<file path="config.mk">
export PLATFORM = sky130hd
export DESIGN_NAME = fifo_ctrl_flat
export DESIGN_NICKNAME = d
export VERILOG_FILES = /design/src/rtl/fifo_ctrl_if.sv /design/src/rtl/fifo_ctrl.sv /design/src/flat_wrapper.sv
export SDC_FILE = /design/constraint.sdc
export NUM_CORES = 1
export LEC_CHECK = 0
export ABC_AREA = 1
export BUFFER_PORTS_ARGS = -buffer_cell sky130_fd_sc_hd__buf_4
export CAP_MARGIN = 20
export CORE_AREA = 3 3 40 42
export CTS_CLUSTER_SIZE = 40
export DETAILED_ROUTE_END_ITERATION = 16
export DIE_AREA = 0 0 43 45
export GPL_ROUTABILITY_DRIVEN = 0
export GPL_TIMING_DRIVEN = 0
export PLACE_DENSITY = 0.77
export REMOVE_ABC_BUFFERS = 1
export SYNTH_ARGS = -nofsm -noshare
export SYNTH_HDL_FRONTEND = slang
export SYNTH_SLANG_ARGS = --single-unit
</file>
<file path="constraint.sdc">
create_clock -name clk -period 1.1 [get_ports clk]
set_clock_uncertainty 0.1 [all_clocks]
set_input_delay 0.165 -clock clk [delete_from_list [all_inputs] [get_ports clk]]
set_output_delay 0.165 -clock clk [all_outputs]
set_load 0.02 [all_outputs]
</file>
<file path="src/rtl/fifo_ctrl_if.sv">
// Bundle between the FIFO control stage, its requester and the address calculator.
interface fifo_ctrl_if #(
    parameter int unsigned AW = 3,
    parameter int unsigned CW = 4
);
    logic          wr_en;
    logic          rd_en;
    logic [AW-1:0] next_head;
    logic [AW-1:0] next_tail;
    logic [CW-1:0] next_data_count;
    logic [2:0]    state;
    logic [AW-1:0] head;
    logic [AW-1:0] tail;
    logic [CW-1:0] data_count;
    logic          full;
    logic          empty;
    logic          wr_ack;
    logic          wr_err;
    logic          rd_ack;
    logic          rd_err;

    modport master (
        output wr_en, rd_en, next_head, next_tail, next_data_count,
        input  state, head, tail, data_count, full, empty, wr_ack, wr_err, rd_ack, rd_err
    );

    modport slave (
        input  wr_en, rd_en, next_head, next_tail, next_data_count,
        output state, head, tail, data_count, full, empty, wr_ack, wr_err, rd_ack, rd_err
    );
endinterface

</file>
<file path="src/rtl/fifo_ctrl.sv">
// Sequential control stage of the 8-entry FIFO: state/pointer/count registers and
// Moore status decode around the external combinational address calculator.
module fifo_ctrl #(
    parameter int unsigned FIFO_DEPTH = 8,
    parameter int unsigned AW         = 3,
    parameter int unsigned CW         = 4
) (
    input logic         clk,
    input logic         reset_n,
    fifo_ctrl_if.slave  bus
);

    typedef enum logic [2:0] {
        StInit  = 3'b000,
        StWrite = 3'b001,
        StWrErr = 3'b010,
        StNoOp  = 3'b011,
        StRead  = 3'b100,
        StRdErr = 3'b101
    } state_e;

    localparam logic [CW-1:0] DepthCnt = CW'(FIFO_DEPTH);

    logic [2:0]    state_q, state_d;
    logic [AW-1:0] head_q, tail_q;
    logic [CW-1:0] data_count_q;

    // The request decision looks at next_data_count so a pending op is accounted for.
    always_comb begin
        state_d = StNoOp;
        if (bus.wr_en && !bus.rd_en) begin
            state_d = (bus.next_data_count < DepthCnt) ? StWrite : StWrErr;
        end else if (bus.rd_en && !bus.wr_en) begin
            state_d = (bus.next_data_count != '0) ? StRead : StRdErr;
        end
        // Illegal encodings recover to NO_OP regardless of requests.
        if (state_q == 3'b110 || state_q == 3'b111) begin
            state_d = StNoOp;
        end
    end

    always_ff @(posedge clk or negedge reset_n) begin
        if (!reset_n) begin
            state_q      <= StInit;
            head_q       <= '0;
            tail_q       <= '0;
            data_count_q <= '0;
        end else begin
            state_q      <= state_d;
            head_q       <= bus.next_head;
            tail_q       <= bus.next_tail;
            data_count_q <= bus.next_data_count;
        end
    end

    always_comb begin
        bus.state      = state_q;
        bus.head       = head_q;
        bus.tail       = tail_q;
        bus.data_count = data_count_q;
        bus.full       = (data_count_q == DepthCnt);
        bus.empty      = (data_count_q == '0);
        bus.wr_ack     = (state_q == StWrite);
        bus.wr_err     = (state_q == StWrErr);
        bus.rd_ack     = (state_q == StRead);
        bus.rd_err     = (state_q == StRdErr);
    end

endmodule

</file>
<file path="src/flat_wrapper.sv">
// flat-port wrapper written by rule: the top's interface ports become plain ports
module fifo_ctrl_flat 
#(
    parameter int unsigned FIFO_DEPTH = 8,
    parameter int unsigned AW         = 3,
    parameter int unsigned CW         = 4
)
  (clk, reset_n, bus_wr_en, bus_rd_en, bus_next_head, bus_next_tail, bus_next_data_count, bus_state, bus_head, bus_tail, bus_data_count, bus_full, bus_empty, bus_wr_ack, bus_wr_err, bus_rd_ack, bus_rd_err);
  fifo_ctrl_if #(.AW(AW), .CW(CW)) bus_i ();
  input logic clk;
  input logic reset_n;
  input wire logic [$bits(bus_i.wr_en)-1:0] bus_wr_en;
  input wire logic [$bits(bus_i.rd_en)-1:0] bus_rd_en;
  input wire logic [$bits(bus_i.next_head)-1:0] bus_next_head;
  input wire logic [$bits(bus_i.next_tail)-1:0] bus_next_tail;
  input wire logic [$bits(bus_i.next_data_count)-1:0] bus_next_data_count;
  output wire logic [$bits(bus_i.state)-1:0] bus_state;
  output wire logic [$bits(bus_i.head)-1:0] bus_head;
  output wire logic [$bits(bus_i.tail)-1:0] bus_tail;
  output wire logic [$bits(bus_i.data_count)-1:0] bus_data_count;
  output wire logic [$bits(bus_i.full)-1:0] bus_full;
  output wire logic [$bits(bus_i.empty)-1:0] bus_empty;
  output wire logic [$bits(bus_i.wr_ack)-1:0] bus_wr_ack;
  output wire logic [$bits(bus_i.wr_err)-1:0] bus_wr_err;
  output wire logic [$bits(bus_i.rd_ack)-1:0] bus_rd_ack;
  output wire logic [$bits(bus_i.rd_err)-1:0] bus_rd_err;
  assign bus_i.wr_en = bus_wr_en;
  assign bus_i.rd_en = bus_rd_en;
  assign bus_i.next_head = bus_next_head;
  assign bus_i.next_tail = bus_next_tail;
  assign bus_i.next_data_count = bus_next_data_count;
  assign bus_state = bus_i.state;
  assign bus_head = bus_i.head;
  assign bus_tail = bus_i.tail;
  assign bus_data_count = bus_i.data_count;
  assign bus_full = bus_i.full;
  assign bus_empty = bus_i.empty;
  assign bus_wr_ack = bus_i.wr_ack;
  assign bus_wr_err = bus_i.wr_err;
  assign bus_rd_ack = bus_i.rd_ack;
  assign bus_rd_err = bus_i.rd_err;
  fifo_ctrl #(.FIFO_DEPTH(FIFO_DEPTH), .AW(AW), .CW(CW)) u_core (.clk(clk), .reset_n(reset_n), .bus(bus_i));
endmodule
</file>
==> results of run 1 <==
## cells in the final DEF, fill, tap and decap left out, drive strengths merged
master,instances
buf,38
a21oi,2
inv,6
clkbuf,4
dlygate4sd3,11
nor3b,1
nand2,6
or2,1
nor2,6
dfrtp,13
nor3,4
## sequential cells by signal (all words and copies together), names as in the netlist
signal                 cells
u_core.bus.tail            3
u_core.bus.head            3
u_core.bus.state           3
u_core.bus.data_count      4
## worst max-delay path: cells and delay by family, from the launching register on
family / cells / cell delay [ns]
buf+inv: 1 / 0.16
flops: 1 / 0.38
simple gates: 2 / 0.42
## cell type report
class                           count  area [µm²]  area share [%]
Timing Repair Buffer               49         437            44.1
Sequential cell                    13         329            33.2
Multi-Input combinational cell     20         154            15.5
Clock buffer                        4        26.3            2.65
Inverter                            6        25.0            2.53
Tap cell                           15        18.8            1.90
## cell families (layout without fill, tap and decap cells)
family | count (synthesis) | in the layout | synth area share (%)
AND/OR/NAND/NOR | 18 | 18 | 20.4
flip-flops | 13 | 13 | 70.8
buffers and inverters | 6 | 59 | 4.90
AO/OA/AOI/OAI | 2 | 2 | 3.82
## power groups by stage
stage | Combinational [mW] | Clock [mW] | Sequential, mW
after global routing | 0.302 | 0.307 | 0.540
after CTS | 0.250 | 0.289 | 0.528
after detailed placement | 0.195 | 0 | 0.533
final | 0.284 | 0.273 | 0.537
after floorplan | 0.0482 | 0 | 0.566
after global placement | 0.190 | 0 | 0.530
## stage by stage
step                power, mW  utilization [%]  hold WS, ns
floorplan               0.614                -       -0.231
global placement        0.720             55.9      -0.0919
detailed placement      0.728             55.9      -0.0877
CTS                      1.07             71.5       0.0810
global route             1.15             77.0       0.0822
finish                   1.09             77.0       0.0842
## repair_timing
item                                    4_1_cts  5_1_grt
buffers inserted                              3        4
gates resized for setup                      12       15
endpoints found under the setup margin       10       14
endpoints found under the hold margin        23        0
pin swaps                                     2        4
hold buffers                                 11        0
## metal layers
| metal | wire (µm) | vias up | track usage [%] |
|---|---|---|---|
| met4 | 38 | 0 | 10.8 |
| met5 | 0 | - | 0 |
| met3 | 77 | 4 | 3.19 |
| met1 | 401 | 206 | 14.1 |
| li1 | - | 225 | - |
| met2 | 865 | 21 | 30.2 |
## how the worst max path moves through the flow
stage / startpoint / end / slack (ns)
global placement: u_core.bus.data_count[1] / bus_full / -0.08
CTS: u_core.bus.data_count[0] / bus_full / -0.40
finish: u_core.bus.data_count[0] / bus_full / -0.39
detailed placement: u_core.bus.data_count[1] / bus_empty / -0.11
floorplan: u_core.bus.data_count[1] / bus_empty / -0.33
global route: u_core.bus.data_count[0] / bus_full / -0.46
## synth_stat cells (all sizes together)
master and number:
a21oi 2, dfrtp 13, inv 6, nand2 6, nor2 6, nor3 4
nor3b 1, or2 1
==> impl_metrics.json, run 1 <==
{
  "rel_slew_slack_pct": 85.4,
  "cts.sinks": 13,
  "dp.final_hpwl_um": 881,
  "internal_power_uw": 804,
  "reg2reg_setup_slack_ns": 0.01,
  "dieWidth_um": 43,
  "critical_path_class": "reg -> out",
  "end_point_of_the_most_critical_hold_path": "u_core.bus.state[2]",
  "yosysSeqAreaShare_pct": 70.8,
  "worstSkewPairLatency_ns": 0.26,
  "cts-root-buf": "clkbuf_4",
  "biggest_area_contributors_in_the_synthesized_netlist": "dfrtp_1 71%, nor3_1 4.4%, inv_1 4.1%",
  "cts.reportedPaths.clkPinSlew_ns": 0.07,
  "first_pass_iters": 3,
  "yosysWarningCount": 0,
  "antennaDiodeCount": 0,
  "grt_setup_unrepaired": "true",
  "floorplan.die.height_um": 45,
  "globalRoute.totalOverflow": 0,
  "worstPathMaxFanout": 2,
  "drv_slew": 0,
  "num_vias": 456,
  "antenna_found_initial": 0,
  "final_nets": 107,
  "initial_utilization_pct": 35.7,
  "seqPwrFrac_pct": 49.1,
  "setup.worst_path.end_class": "primary output",
  "switching_share_pct": 26.5,
  "critical_path.startpoint_type": "flip-flop",
  "avgSynthCellArea_um2": 11.8,
  "drive_above_1_share_pct": 63.0,
  "timing.setup.tns_ns": -2.44,
  "via_per_instance_ratio": 4.26,
  "core-area_mm2": 0.00128,
  "finalNonFillerCells": 107,
  "required_ns": 0.83,
  "postSynthRegisterBits": 13,
  "pre_cts_slack_ns": -0.106,
  "outcome": "finished, violations left",
  "synth_largest_area_cell": "dfrtp_1",
  "post-route-min-period_ns": 1.49,
  "worstPathArrival_ns": 1.22,
  "timing_hold_violations_final": 0,
  "grtUsageTotal_pct": 15.5,
  "setup_slack_ns": -0.388,
  "vdd_ir_drop_max_mv": 0.998,
  "reg2reg_to": "u_core.bus.state[0]",
  "area_growth_pct": 116,
  "max_slew.worst_pin.slew_ns": 0.219,
  "i_o_buffers": 32,
  "cts_buffers": 3,
  "min_delay_startpoint": "bus_wr_en",
  "placedInstanceArea_um2": 718,
  "synth_cells": 39,
  "min_delay_path_depth": 4,
  "holdCritPathClass": "in -> reg",
  "drc": 0,
  "ant_nets": 0,
  "p_sw_uw": 290,
  "post-synth-top-area-fraction_pct": 70.8,
  "row_count": 13,
  "global_route_wire_length_before_repair_um": 2020,
  "timing.max_cap.violations": 0,
  "failed_checks": "setup timing",
  "power.clock.fraction_pct": 25.0,
  "cts.htree.levels": 1,
  "design.die.area_mm2": 0.00194,
  "largest_net_degree_at_the_start_of_global_routing": 14,
  "cpMaxStageDelayCell": "dfrtp_1",
  "fmax_mhz": 672,
  "drt-initial-drc-count": 3,
  "final.period_utilization_pct": 135,
  "layout.cell_area.non_filler_um2": 990,
  "netlist-cell-type-count": 11,
  "static-leakage-power_nw": 0.492,
  "worst_r2r_path_depth": 5,
  "number_of_global_route_vias_before_repair": 438,
  "rr_startpoint": "u_core.bus.state[2]",
  "power.density_cell_area_mw_per_mm2": 1110,
  "design.portCount": 33,
  "finalSetupViolCount": 10,
  "worstPathCellList": "or2_4, nor3b_2, buf_4",
  "detail_route.wl_per_cell_um": 12.9,
  "p_comb_share_pct": 25.9,
  "cts_tree": "yes",
  "cts_buffer_depth": 2,
  "finalWirelength_um": 1380,
  "instance_count_after_placement_with_tap_cells_included": 86,
  "synth_area_um2": 459,
  "critPathMaxStageDelay_ns": 0.38,
  "fillers": 89
}
Note: power is estimated with default switching activity, not from simulation.
==> run 2: changes to the inputs <==
Settings changed: ABC_CLOCK_PERIOD_IN_PS from default to 1350, CORE_AREA 3 3 40 42 to default, CORE_MARGIN from default to 3, CORE_UTILIZATION from default to 33, DIE_AREA 0 0 43 45 to default.
Clock period 1.1 ns to 1.35 ns, I/O delays scaled along.
==> run 2 against run 1 <==
Against the previous run: the run still ends with setup timing left; register-to-register slack improved by 0.23 ns; flip-flop and latch count did not move; sequential share of layout area rose by 2.1 points; worst hold slack improved by 0.037 ns; global-route usage fell by 1.1 points; critical path depth did not move; critical endpoint unchanged; largest cell class unchanged; largest power group unchanged.
==> impl_metrics.json, run 2 (synthesized netlist as in run 1, its figures left out) <==
{
  "outcome": "finished, violations left",
  "failed_checks": "setup timing",
  "detail_route.wl_per_cell_um": 12.5,
  "fillers": 80,
  "worstSkewPairLatency_ns": 0.26,
  "met1Wirelength_um": 402,
  "drive_above_1_share_pct": 60.4,
  "setup.worst_path.end_class": "primary output",
  "finalSetupViolCount": 6,
  "fmax_mhz": 660,
  "static-leakage-power_nw": 0.469,
  "drc": 0,
  "layout.cell_area.non_filler_um2": 927,
  "power.density_cell_area_mw_per_mm2": 944,
  "largest_net_degree_at_the_start_of_global_routing": 14,
  "p_comb_share_pct": 23.6,
  "row_count": 12,
  "setup_slack_ns": -0.166,
  "floorplan.die.height_um": 43.3,
  "final.period_utilization_pct": 112,
  "mostFrequentLayoutCells": "34 x buf_4, 11 x dlygate4sd3_1, 11 x dfrtp_1, 5 x nor2_1, 5 x nand2_1",
  "required_ns": 1.05,
  "dieWidth_um": 43.3,
  "most_common_cell_after_layout_fill_and_taps_aside": "buf_4",
  "switching_share_pct": 27.2,
  "critical_path.startpoint_type": "flip-flop",
  "dr_wl_met3_um": 99,
  "first_pass_iters": 2,
  "rel_slew_slack_pct": 88.2,
  "worstPathMaxFanout": 2,
  "placedInstanceArea_um2": 717,
  "max_slew.worst_pin.slew_ns": 0.177,
  "cts.reportedPaths.clkPinSlew_ns": 0.07,
  "final_nets": 106,
  "worstPathArrival_ns": 1.21,
  "finalWirelength_um": 1310,
  "globalRoute.totalOverflow": 0,
  "cts.htree.levels": 1,
  "timing_hold_violations_final": 0,
  "global_route_wire_length_before_repair_um": 1910,
  "area_growth_pct": 102,
  "number_of_global_route_vias_before_repair": 476,
  "core-area_mm2": 0.00120,
  "antennaDiodeCount": 0,
  "topRoutingLayerUsed": "met4",
  "reg2reg_setup_slack_ns": 0.24,
  "grtUsageTotal_pct": 14.4,
  "cts_buffers": 3,
  "cts_tree": "yes",
  "design.portCount": 33,
  "seqPwrFrac_pct": 49.2,
  "ant_nets": 0,
  "design.die.area_mm2": 0.00187,
  "critical_path_class": "reg -> out",
  "largest_register_ff_count": 4,
  "internal_power_uw": 637,
  "p_sw_uw": 238,
  "holdCritPathClass": "in -> reg",
  "drv_slew": 0,
  "post-route-min-period_ns": 1.52,
  "initial_utilization_pct": 38.2,
  "drt-initial-drc-count": 1,
  "cts.sinks": 13,
  "dp.final_hpwl_um": 784,
  "vdd_ir_drop_max_mv": 0.972,
  "via_per_instance_ratio": 4.38,
  "cts_buffer_depth": 2,
  "power.total_uw": 875,
  "num_vias": 460,
  "finish.utilization_pct": 77.2,
  "antenna_found_initial": 0,
  "timing.max_cap.violations": 0,
  "i_o_buffers": 32,
  "power.clock.fraction_pct": 27.2,
  "cts-root-buf": "clkbuf_4",
  "pre_cts_slack_ns": 0.137,
  "grt_setup_unrepaired": "true",
  "routed-wl-met2_um": 792
}
==> run 2: cell types whose count changed in the layout (fill, tap and decap cells not counted), moves of 2 or more <==
cell | before | now
buf_6 | 11 | 3
buf_4 | 27 | 34
inv_2 | 1 | 3
nand2_4 | 2 | 0
==> run 2: final timing paths <==
check	startpoint	to	depth (start not counted)
max in group asynchronous	reset_n	u_core.bus.state[1]	2
worst min-delay path	bus_wr_en	u_core.bus.state[2]	4
min in group asynchronous	reset_n	u_core.bus.tail[2]	2
worst max-delay path	u_core.bus.data_count[0]	bus_full	3
worst max register to register	u_core.bus.state[1]	u_core.bus.state[1]	5
worst min register to register	u_core.bus.state[2]	u_core.bus.state[2]	4
==> run 2: cell type report <==
cell class,count,area [µm²],area share (%)
timing repair buffer,48,399,43.0
sequential,13,328,35.4
multi-input combinational,20,134,14.4
clock buffer,4,26.3,2.83
inverter,6,22.5,2.43
tap,14,17.5,1.89
==> run 2: per-stage QoR <==
step	cells	setup TNS, ns	hold slack, ns
after floorplan	39	-0.151	-0.193
after global placement	85	0	-0.0520
after detailed placement	85	0	-0.0497
after CTS	103	-0.385	0.119
after global routing	105	-0.952	0.118
final	105	-0.415	0.122
==> run 2: timing repair <==
item                       in CTS  in global routing
setup buffers                   3                  2
pin swaps                       1                  0
gates resized for setup         5                  7
hold buffers                   11                  0
hold endpoints to repair       23                  0
setup endpoints to repair       6                  6
==> run 2: power by group through the flow <==
stage          logic, mW  clock network (mW)  registers [mW]
6_report           0.206               0.238           0.430
2_1_floorplan     0.0393                   0           0.461
3_3_place_gp       0.155                   0           0.433
3_5_place_dp       0.157                   0           0.434
4_1_cts            0.194               0.237           0.428
5_1_grt            0.221               0.267           0.434
==> run 2: worst max-delay path, stage by stage, from the launching register on <==
cell and delay, ns:
dfrtp_1 0.38, or2_4 0.26, nor3b_2 0.15, buf_4 0.16
==> run 2: metal layers <==
layer / GRT usage [%] / vias to the layer above
met2: 28.3 / 23
met5: 0 / -
met3: 4.24 / 2
met4: 7.23 / 0
li1: - / 223
met1: 12.7 / 212
==> run 3: changes to the inputs <==
Settings changed: ABC_CLOCK_PERIOD_IN_PS 1350 to 1550, CORE_AREA from default to 3 3 40 42, CORE_MARGIN 3 to default, CORE_UTILIZATION 33 to default, DIE_AREA from default to 0 0 43 45.
Clock period 1.35 ns to 1.55 ns, I/O delays scaled along.
==> run 3 against run 2 <==
Against the previous run: the run now ends clean; first-iteration DRC count did not move; via count fell by 7.6%; clock-buffer cell count did not move; flip-flop and latch count did not move; sequential share of layout area rose by 2.6 points; critical path type unchanged; final area fell by 7.6%; sequential power fell by 14%; core utilization fell by 10 points; combinational power fell by 22%; setup slack improved by 0.17 ns; routed wire length fell by 11%.
==> impl_metrics.json, run 3 (synthesized netlist as in run 1, its figures left out) <==
{
  "outcome": "finished, final reports clean",
  "multiInputGateArea_um2": 114,
  "globalRoute.totalOverflow": 0,
  "rr_startpoint": "u_core.bus.state[1]",
  "holdCritPathClass": "in -> reg",
  "worstPathMaxFanout": 2,
  "drv_slew": 0,
  "critPathMaxStageDelay_ns": 0.38,
  "ff_latch_area_um2": 325,
  "worstSkewPairLatency_ns": 0.26,
  "crit_start": "u_core.bus.data_count[0]",
  "cts_buffers": 3,
  "drc": 0,
  "fmax_mhz": 648,
  "post_cts_buffers": 0,
  "internal_power_uw": 541,
  "via_per_instance_ratio": 4.21,
  "final_nets": 101,
  "layout.cell_area.non_filler_um2": 857,
  "area_growth_pct": 86.6,
  "num_vias": 425,
  "reg2reg_to": "u_core.bus.state[0]",
  "drive_above_1_share_pct": 48.8,
  "antennaDiodeCount": 0,
  "largest_register_ff_count": 4,
  "switching_share_pct": 25.5,
  "post-route-min-period_ns": 1.54,
  "dp.final_hpwl_um": 881,
  "rel_slew_slack_pct": 87.5,
  "seqPwrFrac_pct": 51.2,
  "max_slew.worst_pin.slew_ns": 0.188,
  "p_sw_uw": 185,
  "global_route_wire_length_before_repair_um": 1870,
  "row_count": 13,
  "design.die.area_mm2": 0.00194,
  "floorplan.die.height_um": 45,
  "min_delay_startpoint": "bus_wr_en",
  "cts_buffer_depth": 2,
  "vdd_ir_drop_max_mv": 0.691,
  "power.density_cell_area_mw_per_mm2": 847,
  "mostFrequentLayoutCells": "32 x buf_4, 13 x dfrtp_1, 11 x dlygate4sd3_1",
  "most_common_cell_after_layout_fill_and_taps_aside": "buf_4",
  "largest_net_degree_at_the_start_of_global_routing": 14,
  "worst_r2r_path_depth": 4,
  "min_delay_path_depth": 4,
  "p_comb_share_pct": 22.2,
  "grtUsageTotal_pct": 14.1,
  "initial_utilization_pct": 35.7,
  "timing.max_cap.violations": 0,
  "cts_tree": "yes",
  "worstPathArrival_ns": 1.21,
  "instance_count_after_placement_with_tap_cells_included": 86,
  "cts.sinks": 13,
  "design.portCount": 33,
  "core-area_mm2": 0.00128,
  "cts.reportedPaths.clkPinSlew_ns": 0.07,
  "setup.worst_path.end_class": "primary output",
  "detail_route.wl_per_cell_um": 11.5,
  "grt_setup_unrepaired": "true",
  "fin_hold_ws_ns": 0.158,
  "fillers": 99,
  "i_o_buffers": 32,
  "finalSetupViolCount": 0,
  "reg2reg_setup_slack_ns": 0.57,
  "drt-initial-drc-count": 1,
  "power.total_uw": 726,
  "critical_path.startpoint_type": "flip-flop",
  "finalWirelength_um": 1160,
  "ant_nets": 0,
  "dieWidth_um": 43,
  "first_pass_iters": 2,
  "static-leakage-power_nw": 0.442,
  "final.period_utilization_pct": 99.5,
  "finalNonFillerCells": 101,
  "power.clock.fraction_pct": 26.7,
  "number_of_global_route_vias_before_repair": 424,
  "timing_hold_violations_final": 0,
  "required_ns": 1.22,
  "cts.htree.levels": 1,
  "antenna_found_initial": 0,
  "cts-root-buf": "clkbuf_4",
  "end_point_of_the_most_critical_hold_path": "u_core.bus.state[2]",
  "critical_path_class": "reg -> out",
  "cpMaxStageDelayCell": "dfrtp_1",
  "worstPathCellList": "or2_4, nor3b_2, buf_4",
  "placedInstanceArea_um2": 718
}
[run 3: worst max path at each step]
| stage | slack (ns) | end | cells past startpoint |
|---|---|---|---|
| after floorplan | 0.05 | bus_empty | 2 |
| final | 0.008 | bus_full | 3 |
| after CTS | -0.02 | bus_full | 3 |
| after detailed placement | 0.28 | bus_empty | 3 |
| after global placement | 0.31 | bus_full | 3 |
| after global routing | -0.07 | bus_full | 3 |
[run 3: area by class of cell]
| type | count | share of cell area (%) |
|---|---|---|
| timing repair buffer | 43 | 40.9 |
| sequential | 13 | 38.0 |
| multi-input combinational | 20 | 13.3 |
| clock buffer | 4 | 3.07 |
| inverter | 6 | 2.63 |
| tap | 15 | 2.19 |
[run 3: worst max-delay path: cells and delay by family (launching register included)]
kind / cells / cell delay [ns]
buf+inv: 1 / 0.16
flops: 1 / 0.38
simple gates: 2 / 0.41
[run 3: power by group through the flow]
stage | Sequential [mW] | Combinational (mW) | Clock [mW]
CTS | 0.371 | 0.161 | 0.205
floorplan | 0.401 | 0.0342 | 0
detailed placement | 0.378 | 0.139 | 0
global placement | 0.376 | 0.135 | 0
global route | 0.375 | 0.174 | 0.218
finish | 0.371 | 0.161 | 0.194
[run 3: what timing repair did]
action                                  4_1_cts  5_1_grt
hold buffers                                 11        0
hold endpoints to repair                     23        0
pin swaps                                     1        0
endpoints found under the setup margin        2        2
resized for setup                             0        1
[run 3: routing by layer]
| metal | track usage, % | vias to the layer above | wire, µm |
|---|---|---|---|
| met1 | 13.6 | 186 | 376 |
| li1 | - | 214 | - |
| met2 | 26.0 | 21 | 646 |
| met4 | 10.8 | 0 | 39 |
| met5 | 0 | - | 0 |
| met3 | 3.19 | 4 | 96 |
[run 3: through the flow]
stage / setup WS, ns / utilization [%] / TNS, ns
5_1_grt: -0.0666 / 66.7 / -0.129
6_report: 0.00773 / 66.7 / 0
2_1_floorplan: 0.0513 / - / 0
3_3_place_gp: 0.307 / 55.9 / 0
3_5_place_dp: 0.277 / 55.9 / 0
4_1_cts: -0.0210 / 66.5 / -0.0412
